### src/rtl/clk_rst_ctl_pkg.sv
// Shared state encodings, reset-cause codes and small helpers for the
// clock/reset sequencer.
package clk_rst_ctl_pkg;

    typedef enum logic [2:0] {
        ST_RESET     = 3'd0,
        ST_WAIT_LOCK = 3'd1,
        ST_HOLD      = 3'd2,
        ST_RUN       = 3'd3,
        ST_QUIESCE   = 3'd4,
        ST_SETTLE    = 3'd5
    } state_e;

    typedef enum logic [1:0] {
        CAUSE_POR  = 2'b00,
        CAUSE_EXT  = 2'b01,
        CAUSE_SW   = 2'b10,
        CAUSE_LOCK = 2'b11
    } cause_e;

    localparam int CFG_W = 7;

    // RCFAST is the safe configuration the core always restarts from.
    localparam logic [CFG_W-1:0] CFG_RCFAST = '0;

    localparam int QUIESCE_CYCLES = 2;

    function automatic logic holds_core_res(input state_e st);
        return (st == ST_RESET) || (st == ST_WAIT_LOCK) || (st == ST_HOLD);
    endfunction

    function automatic logic gives_clk_en(input state_e st);
        return (st == ST_RUN);
    endfunction

endpackage

### src/rtl/clk_rst_ctl_sync_deb.sv
// Two-flop synchronizer with an optional level debouncer; DEB_CYCLES=0
// bypasses the debouncer and exposes the synchronized level directly.
module clk_rst_ctl_sync_deb #(
    parameter logic        RST_VAL    = 1'b0,
    parameter int unsigned DEB_CYCLES = 0,
    parameter int unsigned CNT_W      = 24
) (
    input  logic clk,
    input  logic nres,
    input  logic i_async,
    output logic o_level
);

    logic r_s1;
    logic r_s2;

    always_ff @(posedge clk or negedge nres) begin
        if (!nres) begin
            r_s1 <= RST_VAL;
            r_s2 <= RST_VAL;
        end else begin
            r_s1 <= i_async;
            r_s2 <= r_s1;
        end
    end

    generate
        if (DEB_CYCLES == 0) begin : g_nodeb
            assign o_level = r_s2;
        end else begin : g_deb
            localparam logic [CNT_W-1:0] DEB_LAST = CNT_W'(DEB_CYCLES - 1);

            logic             r_level;
            logic [CNT_W-1:0] r_cnt;

            // Count only while the input disagrees with the accepted level;
            // any return to agreement restarts the window.
            always_ff @(posedge clk or negedge nres) begin
                if (!nres) begin
                    r_level <= RST_VAL;
                    r_cnt   <= '0;
                end else if (r_s2 == r_level) begin
                    r_cnt <= '0;
                end else if (r_cnt == DEB_LAST) begin
                    r_level <= r_s2;
                    r_cnt   <= '0;
                end else begin
                    r_cnt <= r_cnt + CNT_W'(1);
                end
            end

            assign o_level = r_level;
        end
    endgenerate

endmodule

### src/rtl/clk_rst_ctl.sv
// Reset and clock-configuration sequencer: holds the core in reset until the
// PLL is locked and stable, and gates the cog clock around config switches.
//
//   state      | meaning
//   -----------+--------------------------------------------------------
//   RESET      | just out of nres, core held in reset
//   WAIT_LOCK  | core in reset, waiting for lock and no external reset
//   HOLD       | lock seen, counting out the reset hold time
//   RUN        | core running, clock enabled
//   QUIESCE    | clock stopped, waiting before applying new config
//   SETTLE     | new config applied, clock stopped while it settles
module clk_rst_ctl
    import clk_rst_ctl_pkg::*;
#(
    parameter int unsigned DEB_CYCLES    = 16,
    parameter int unsigned HOLD_CYCLES   = 1024,
    parameter int unsigned SETTLE_CYCLES = 16384,
    parameter int unsigned CNT_W         = 24
) (
    input  logic             clk,
    input  logic             nres,
    input  logic             ext_resn,
    input  logic             pll_locked,
    input  logic             sw_res,
    input  logic [CFG_W-1:0] cfg_in,
    output logic             core_res,
    output logic             clk_en,
    output logic [CFG_W-1:0] cfg_out,
    output logic [1:0]       res_cause,
    output logic [2:0]       state
);

    localparam logic [CNT_W-1:0] HOLD_LAST    = CNT_W'(HOLD_CYCLES - 1);
    localparam logic [CNT_W-1:0] SETTLE_LAST  = CNT_W'(SETTLE_CYCLES - 1);
    localparam logic [CNT_W-1:0] QUIESCE_LAST = CNT_W'(QUIESCE_CYCLES - 1);

    logic w_ext_level;
    logic w_ext_res_d;
    logic w_lock_s;

    clk_rst_ctl_sync_deb #(
        .RST_VAL    (1'b1),
        .DEB_CYCLES (DEB_CYCLES),
        .CNT_W      (CNT_W)
    ) u_sync_ext (
        .clk     (clk),
        .nres    (nres),
        .i_async (ext_resn),
        .o_level (w_ext_level)
    );

    clk_rst_ctl_sync_deb #(
        .RST_VAL    (1'b0),
        .DEB_CYCLES (0),
        .CNT_W      (CNT_W)
    ) u_sync_lock (
        .clk     (clk),
        .nres    (nres),
        .i_async (pll_locked),
        .o_level (w_lock_s)
    );

    assign w_ext_res_d = ~w_ext_level;

    state_e           r_state;
    logic [CNT_W-1:0] r_cnt;
    logic [CFG_W-1:0] r_cfg_out;
    cause_e           r_cause;
    logic             r_core_res;
    logic             r_clk_en;

    logic             w_rst_req;
    cause_e           w_rst_cause;
    state_e           w_state_nxt;
    logic [CNT_W-1:0] w_cnt_nxt;
    logic [CFG_W-1:0] w_cfg_nxt;
    cause_e           w_cause_nxt;

    // Reset requests in priority order; software reboot only counts in RUN.
    always_comb begin
        w_rst_req   = 1'b0;
        w_rst_cause = CAUSE_POR;
        if (w_ext_res_d) begin
            w_rst_req   = 1'b1;
            w_rst_cause = CAUSE_EXT;
        end else if (!w_lock_s) begin
            w_rst_req   = 1'b1;
            w_rst_cause = CAUSE_LOCK;
        end else if (sw_res && (r_state == ST_RUN)) begin
            w_rst_req   = 1'b1;
            w_rst_cause = CAUSE_SW;
        end
    end

    always_comb begin
        w_state_nxt = r_state;
        w_cnt_nxt   = r_cnt;
        w_cfg_nxt   = r_cfg_out;
        w_cause_nxt = r_cause;

        case (r_state)
            ST_RESET: begin
                w_state_nxt = ST_WAIT_LOCK;
                w_cnt_nxt   = '0;
            end

            ST_WAIT_LOCK: begin
                if (w_lock_s && !w_ext_res_d) begin
                    w_state_nxt = ST_HOLD;
                    w_cnt_nxt   = '0;
                end
            end

            ST_HOLD: begin
                if (!w_lock_s || w_ext_res_d) begin
                    w_state_nxt = ST_WAIT_LOCK;
                    w_cnt_nxt   = '0;
                end else if (r_cnt == HOLD_LAST) begin
                    w_state_nxt = ST_RUN;
                    w_cnt_nxt   = '0;
                end else begin
                    w_cnt_nxt = r_cnt + CNT_W'(1);
                end
            end

            ST_RUN: begin
                if (w_rst_req) begin
                    w_state_nxt = ST_WAIT_LOCK;
                    w_cnt_nxt   = '0;
                    w_cfg_nxt   = CFG_RCFAST;
                    w_cause_nxt = w_rst_cause;
                end else if (cfg_in != r_cfg_out) begin
                    w_state_nxt = ST_QUIESCE;
                    w_cnt_nxt   = '0;
                end
            end

            ST_QUIESCE: begin
                if (w_rst_req) begin
                    w_state_nxt = ST_WAIT_LOCK;
                    w_cnt_nxt   = '0;
                    w_cfg_nxt   = CFG_RCFAST;
                    w_cause_nxt = w_rst_cause;
                end else if (r_cnt == QUIESCE_LAST) begin
                    w_state_nxt = ST_SETTLE;
                    w_cnt_nxt   = '0;
                    w_cfg_nxt   = cfg_in;
                end else begin
                    w_cnt_nxt = r_cnt + CNT_W'(1);
                end
            end

            ST_SETTLE: begin
                if (w_rst_req) begin
                    w_state_nxt = ST_WAIT_LOCK;
                    w_cnt_nxt   = '0;
                    w_cfg_nxt   = CFG_RCFAST;
                    w_cause_nxt = w_rst_cause;
                end else if (r_cnt == SETTLE_LAST) begin
                    w_state_nxt = ST_RUN;
                    w_cnt_nxt   = '0;
                end else begin
                    w_cnt_nxt = r_cnt + CNT_W'(1);
                end
            end

            default: begin
                w_state_nxt = ST_RESET;
                w_cnt_nxt   = '0;
            end
        endcase
    end

    // Outputs are decoded from the next state so they change on the same
    // edge as the state itself and never glitch.
    always_ff @(posedge clk or negedge nres) begin
        if (!nres) begin
            r_state    <= ST_RESET;
            r_cnt      <= '0;
            r_cfg_out  <= CFG_RCFAST;
            r_cause    <= CAUSE_POR;
            r_core_res <= 1'b1;
            r_clk_en   <= 1'b0;
        end else begin
            r_state    <= w_state_nxt;
            r_cnt      <= w_cnt_nxt;
            r_cfg_out  <= w_cfg_nxt;
            r_cause    <= w_cause_nxt;
            r_core_res <= holds_core_res(w_state_nxt);
            r_clk_en   <= gives_clk_en(w_state_nxt);
        end
    end

    assign core_res  = r_core_res;
    assign clk_en    = r_clk_en;
    assign cfg_out   = r_cfg_out;
    assign res_cause = r_cause;
    assign state     = r_state;

endmodule
### config.mk
export PLATFORM = sky130hd
export DESIGN_NAME = clk_rst_ctl
export DESIGN_NICKNAME = d
export VERILOG_FILES = /design/src/rtl/clk_rst_ctl_pkg.sv /design/src/rtl/clk_rst_ctl_sync_deb.sv /design/src/rtl/clk_rst_ctl.sv
export SDC_FILE = /design/constraint.sdc
export NUM_CORES = 1
export LEC_CHECK = 0
export BUFFER_PORTS_ARGS = -buffer_cell sky130_fd_sc_hd__buf_2
export CORE_ASPECT_RATIO = 0.5
export CORE_MARGIN = 10
export CORE_UTILIZATION = 31
export DETAILED_ROUTE_END_ITERATION = 10
export SLEW_MARGIN = 20
export SYNTH_ARGS = -nofsm -noshare
export SYNTH_HDL_FRONTEND = slang
export SYNTH_SLANG_ARGS = --single-unit
### constraint.sdc
create_clock -name clk -period 6.05 [get_ports clk]
set_input_delay 0.9075 -clock clk [delete_from_list [all_inputs] [get_ports clk]]
set_output_delay 0.9075 -clock clk [all_outputs]
set_load 0.1 [all_outputs]
* Yosys cells after proc, flatten, opt, wreduce, memory -nomap -nowiden
Index checks and enable logic that the tools add are counted.
Cells by class: add/sub/neg operators 2, equal/unequal tests 18, muxes and demuxes 32, bitwise logic cells 2, reduce and logical (&&, ||, !) cells 15
Operator list (count):
- $mux 24 | 11
- $pmux 24 s5 | 1
- $add 24x1->24 const B | 2
- $mux 3 | 9
- $eq 24x1->1 const B | 1
- $eq 24x10->1 const B | 1
- $eq 24x14->1 const B | 1
- $eq 24x4->1 const B | 1
- $mux 7 | 3
- $pmux 3 s6 | 1
- $pmux 7 s2 | 1
- $eq 3x2->1 const B | 4
- $ne 7x7->1 | 1
- $eq 3x1->1 const B | 2
- $eq 3x3->1 const B | 2
- $logic_not 3->1 | 2
- $mux 2 | 3
- $reduce_and 2->1 | 3
- $logic_or 1x1->1 | 3
- $mux 1 | 3
- $ne 3x2->1 const B | 1
- $ne 3x3->1 const B | 1
- $reduce_and 3->1 | 1
- $reduce_or 3->1 | 1
- other kinds (8) | 10
Word-level totals: flip-flop bits (word level) 67, input port bits 12, logic and storage cells 81

* Longest topological paths before layout
depth after elaboration 10, gate-level depth with buffers 9

* Modules after synthesis
From an unflattened synthesis, not the netlist that was laid out.
Second synthesis, totals: cell total of the unflattened synthesis 387, area, all modules 3677.3 µm²
By module, submodules not included:
- clk_rst_ctl | instances 1, cells an instance 243, area each 2242.2 µm², seq. area each 952.2 µm²
- clk_rst_ctl_sync_deb at u_sync_ext | instances 1, cells an instance 142, area each 1385.1 µm², seq. area each 679.4 µm²
- clk_rst_ctl_sync_deb at u_sync_lock | instances 1, cells an instance 2, area each 50.0 µm², seq. area each 50.0 µm²

* Worst setup path after synthesis
No wires, ideal clock.
kind register -> register, start register r_state[0], in the netlist state[0], end register r_clk_en, in the netlist clk_en, setup time 0.067 ns, arrival time 2.511 ns, data required time 5.983 ns, slack 3.472 ns, stages on the path, launching flop included 7, path buffers 1, clock period less this slack 2.578 ns, cells stage by stage dfrtp_1 -> buf_2 -> nor2b_1 -> and2_1 -> or4b_2 -> a31oi_2 -> and2_1
Between the ends: cells in the longest elaborated chain, start to end 8, elaborated cells between the ends (all ways) 21
Ends and longest elaborated chain:
- start, declared | RTL line clk_rst_ctl.sv:65 | state_e r_state;
- start signal, assigned | RTL line clk_rst_ctl.sv:185 | r_state <= w_state_nxt;
- $eq 3x2->1 | RTL line clk_rst_ctl.sv:89, clk_rst_ctl.sv:101
- $logic_and 1x1->1 | RTL line clk_rst_ctl.sv:89 | end else if (sw_res && (r_state == ST_RUN)) begin
- $mux 1 | RTL line clk_rst_ctl.sv:89
- $mux 1 | RTL line clk_rst_ctl.sv:86 | end else if (!w_lock_s) begin
- $mux 1 | RTL line clk_rst_ctl.sv:83 | if (w_ext_res_d) begin
- $mux 3, on equally long branches | RTL line clk_rst_ctl.sv:154, clk_rst_ctl.sv:127, clk_rst_ctl.sv:139
- $pmux 3 s6 (*) | RTL line clk_rst_ctl.sv:101 | case (r_state)
- named net w_state_nxt[1] | RTL line clk_rst_ctl.sv:74 | state_e w_state_nxt;
- $eq 3x2->1 (*) | RTL line clk_rst_ctl_pkg.sv:33 | return (st == ST_RUN);
- end signal, assigned | RTL line clk_rst_ctl.sv:190 | r_clk_en <= gives_clk_en(w_state_nxt);
- end, declared | RTL line clk_rst_ctl.sv:70 | logic r_clk_en;
Mark *: on every way through the listed nets, which the timed path passes. The rest lies on a longest branch. A chain may end at the register's enable or synchronous reset.

* Final worst setup path
start register r_cnt[0], end register r_cnt[16]
Between the ends: cells in the longest elaborated chain, start to end 4, elaborated cells between the ends (all ways) 11
Ends and longest elaborated chain:
- start, declared | RTL line clk_rst_ctl.sv:66 | logic [CNT_W-1:0] r_cnt;
- start signal, assigned | RTL line clk_rst_ctl.sv:186 | r_cnt <= w_cnt_nxt;
- $add 24x1->24 (tied with other cells) | RTL line clk_rst_ctl.sv:122, clk_rst_ctl.sv:149, clk_rst_ctl.sv:163
- $mux 24, on equally long branches | RTL line clk_rst_ctl.sv:159, clk_rst_ctl.sv:118, clk_rst_ctl.sv:144
- $mux 24, on equally long branches | RTL line clk_rst_ctl.sv:154, clk_rst_ctl.sv:115, clk_rst_ctl.sv:139
- $pmux 24 s5 (*) | RTL line clk_rst_ctl.sv:101
Mark *: on every way between the ends. The rest lies on a longest branch, timed or not.

==> impl_metrics.toml <==
[outcome]
status = "completed"

[timing]
rsz0062_at_grt = "no"
timing_max_transition_violations_final = 0
hold_viol = 0
tightest_slew_ns = 0.956
setup_violations = 0
period_share = 0.457
slew_headroom = 0.362
setup_tns_ns = 0
fin_skew_ns = 0.00515
min_period_ns = 2.77
max_freq_mhz = 361

[grt]
grt_util_all_layers = 0.106
grt-ovfl-total = 0
grt_pass1_wl_mm = 15.5
grt_pass1_vias = 3058
antenna_found_initial = 0
grt_start_max_net_pins = 68

[setup_path]
end_kind = "flip-flop"
worstPathRequired_ns = 6.23
critPathMaxFanout = 18
cpLargestDelayFamily = "compound AO/OA/AOI/OAI gates"
slowest_delay_ns = 0.66
path_cells = "ha_1 -> nand3_4 -> nor3_2 -> a21oi_2 -> a21oi_2 -> o21ai_0"
cpMostUsedCell = "a21oi_2"
rrSetupSlack_ns = 3.28
arrival_ns = 2.94
timing_worst_setup_path_type = "flip-flop to flip-flop"
cp-start-kind = "flip-flop"
slowest_stage = "a21oi_2"
crit_buf_inv = 0

[pwr]
max-vdd-ir-drop_v = 0.000135
p_leak_nw = 1.70
power.density_nw_per_um2 = 225

[floorplanning]
chipHeight_um = 99.3
initial_core_util = 0.324
coreArea_um2 = 12100
pin_count = 26
rows = 28
die-area_um2 = 17700
die_width_um = 179

[synthesis]
ys_seq_elements = 67
synth_async_sr_flop_share = 1.00
ys_warn_count = 0
synth-main-ff-cell = "dfrtp_1"
synth_area_leaders = "dfrtp_1 (40%), nor2_1 (3.8%), xnor2_1 (3.8%), xor2_1 (3.4%), nand2_1 (3.1%)"
synth.largest_area_cell = "dfrtp_1"
ys_types = 64
synthDominantCellAreaShare = 0.404
netlist_area_um2 = 3900
ys_seq_area_frac = 0.431
synth_common_cells = "dfrtp_1 (63), nor2_1 (40), nand2_1 (32)"
yosysMostFrequentCell = "dfrtp_1"
synth_edf_count = 0
syn_nets = 426
syn_area_per_cell_um2 = 9.50
postSynthCellCount = 411

[detailed_routing]
finalWirelength_mm = 9.22
viasPerCell = 5.38
drt_iter0_markers = 194
wl_per_cell_um = 15.4
ant_nets = 0
drc = 0
drtPass1Iterations = 5
via_count = 3223

[cts]
numCtsBuffers = 9
clk_path_buf_depth = 2
insertion_delay_ns = 0.34
cts_tree = "done"
cts_resized = 0
post_cts_buffers = 0
clk_pin_slew_ns = 0.06
cts_sinks = 67
cts_hold_buf = 0
cts.root.buffer_cell = "clkbuf_16"
h-tree-depth = 3

[placement]
io_buffers = 25
dp_cells = 583
gp_congestion = 0.853
placed_cell_area_um2 = 4160
hpwlAfterDp_mm = 6.29

[finish]
finalNonFillerCells = 599
drive_gt1_frac = 0.159
nets = 444
diodes = 0
syn_to_final_growth_pct = 14.7
design_area_um2 = 4470

[job]
cap_violations = 0

[hold_path]
min_path_type = "flip-flop to flip-flop"
==> per-stage QoR <==
step | util | hold slack [ns] | power [mW] | setup WS, ns
after floorplan | - | 0.331 | 0.470 | 3.47
after detailed placement | 0.345 | 0.344 | 0.487 | 3.27
after global routing | 0.371 | 0.358 | 1.05 | 3.05
after global placement | 0.345 | 0.338 | 0.487 | 3.42
after CTS | 0.371 | 0.356 | 1.02 | 3.28
final | 0.371 | 0.352 | 1.01 | 3.28
==> worst reg2reg max path: stages (launching register included) <==
cell	delay, ns
dfrtp_1	0.44
ha_1	0.26
nand3_4	0.16
nor3_2	0.50
a21oi_2	0.37
a21oi_2	0.66
o21ai_0	0.22
==> layout by cell type (no fill, tap or decap), types with 6 or more instances in the layout <==
cell type  Yosys  final
buf_2         11     25
nand4_1       13     13
clkbuf_16      0      9
nand2_1       32     32
or4_1          8      8
xor2_1        15     15
nor3_1         6      6
xnor2_1       17     17
nand3_1       18     18
inv_1          9      9
nor2_1        40     40
o31ai_1       11     10
a221oi_1       8      8
and4_1         6      6
a22o_1         7      7
nor4_1        11     10
a211oi_1      13     13
a22oi_1        6      6
dfrtp_1       63     63
nand2b_1       6      6
and3_1         7      7
o21ai_0        8      8
a21oi_1       10     10
==> layer usage <==
metal	vias to the layer above	routed length, µm	share of wire	track usage
met1	1562	4320	0.47	0.140
met4	0	112	0.012	0.0385
met2	67	4360	0.47	0.167
met3	9	425	0.046	0.0257
met5	-	0	0	0
li1	1585	-	-	-
==> worst paths after layout <==
check	from	cells after the start	endpoint
worst max-delay path	r_cnt[0]	6	r_cnt[16]
worst min-delay path	u_sync_lock.r_s1	0	u_sync_lock.o_level
worst max register to register	r_cnt[0]	6	r_cnt[16]
worst min register to register	u_sync_lock.r_s1	0	u_sync_lock.o_level
max in group asynchronous	nres	2	r_cnt[12]
min in group asynchronous	nres	2	u_sync_ext.g_deb.r_cnt[2]
==> sequential cells by signal (all words and copies together) (netlist names), 2 cells and up <==
register / flops
state: 3
r_cnt: 24
u_sync_ext.g_deb.r_cnt: 24
cfg_out: 7
res_cause: 2
==> cell type report <==
type | count | area [µm²]
multi-input cells | 313 | 2090
flip-flops and latches | 67 | 1680
repair buffers | 29 | 155
clock inverters | 5 | 62.6
clock buffers | 11 | 243
well taps | 165 | 206
fillers | 1235 | 7580
inverters | 9 | 33.8
==> kinds of logic (layout without fill, tap and decap cells) <==
family / after synthesis / count (layout) / synth area share
flops: 67 / 67 / 0.431
xor+xnor: 32 / 32 / 0.0718
compound gates: 101 / 101 / 0.195
fa+ha+maj: 3 / 3 / 0.00962
mux: 2 / 2 / 0.00545
buf+inv: 31 / 54 / 0.0359
simple gates: 175 / 175 / 0.251
==> report_power, final <==
group          internal, mW  switching (mW)  leakage (nW)
Combinational       0.00705          0.0168         0.656
Clock                 0.331           0.197         0.142
Sequential            0.452         0.00245         0.905
Total                 0.790           0.216          1.70
Note: power is estimated with default switching activity, not from simulation.
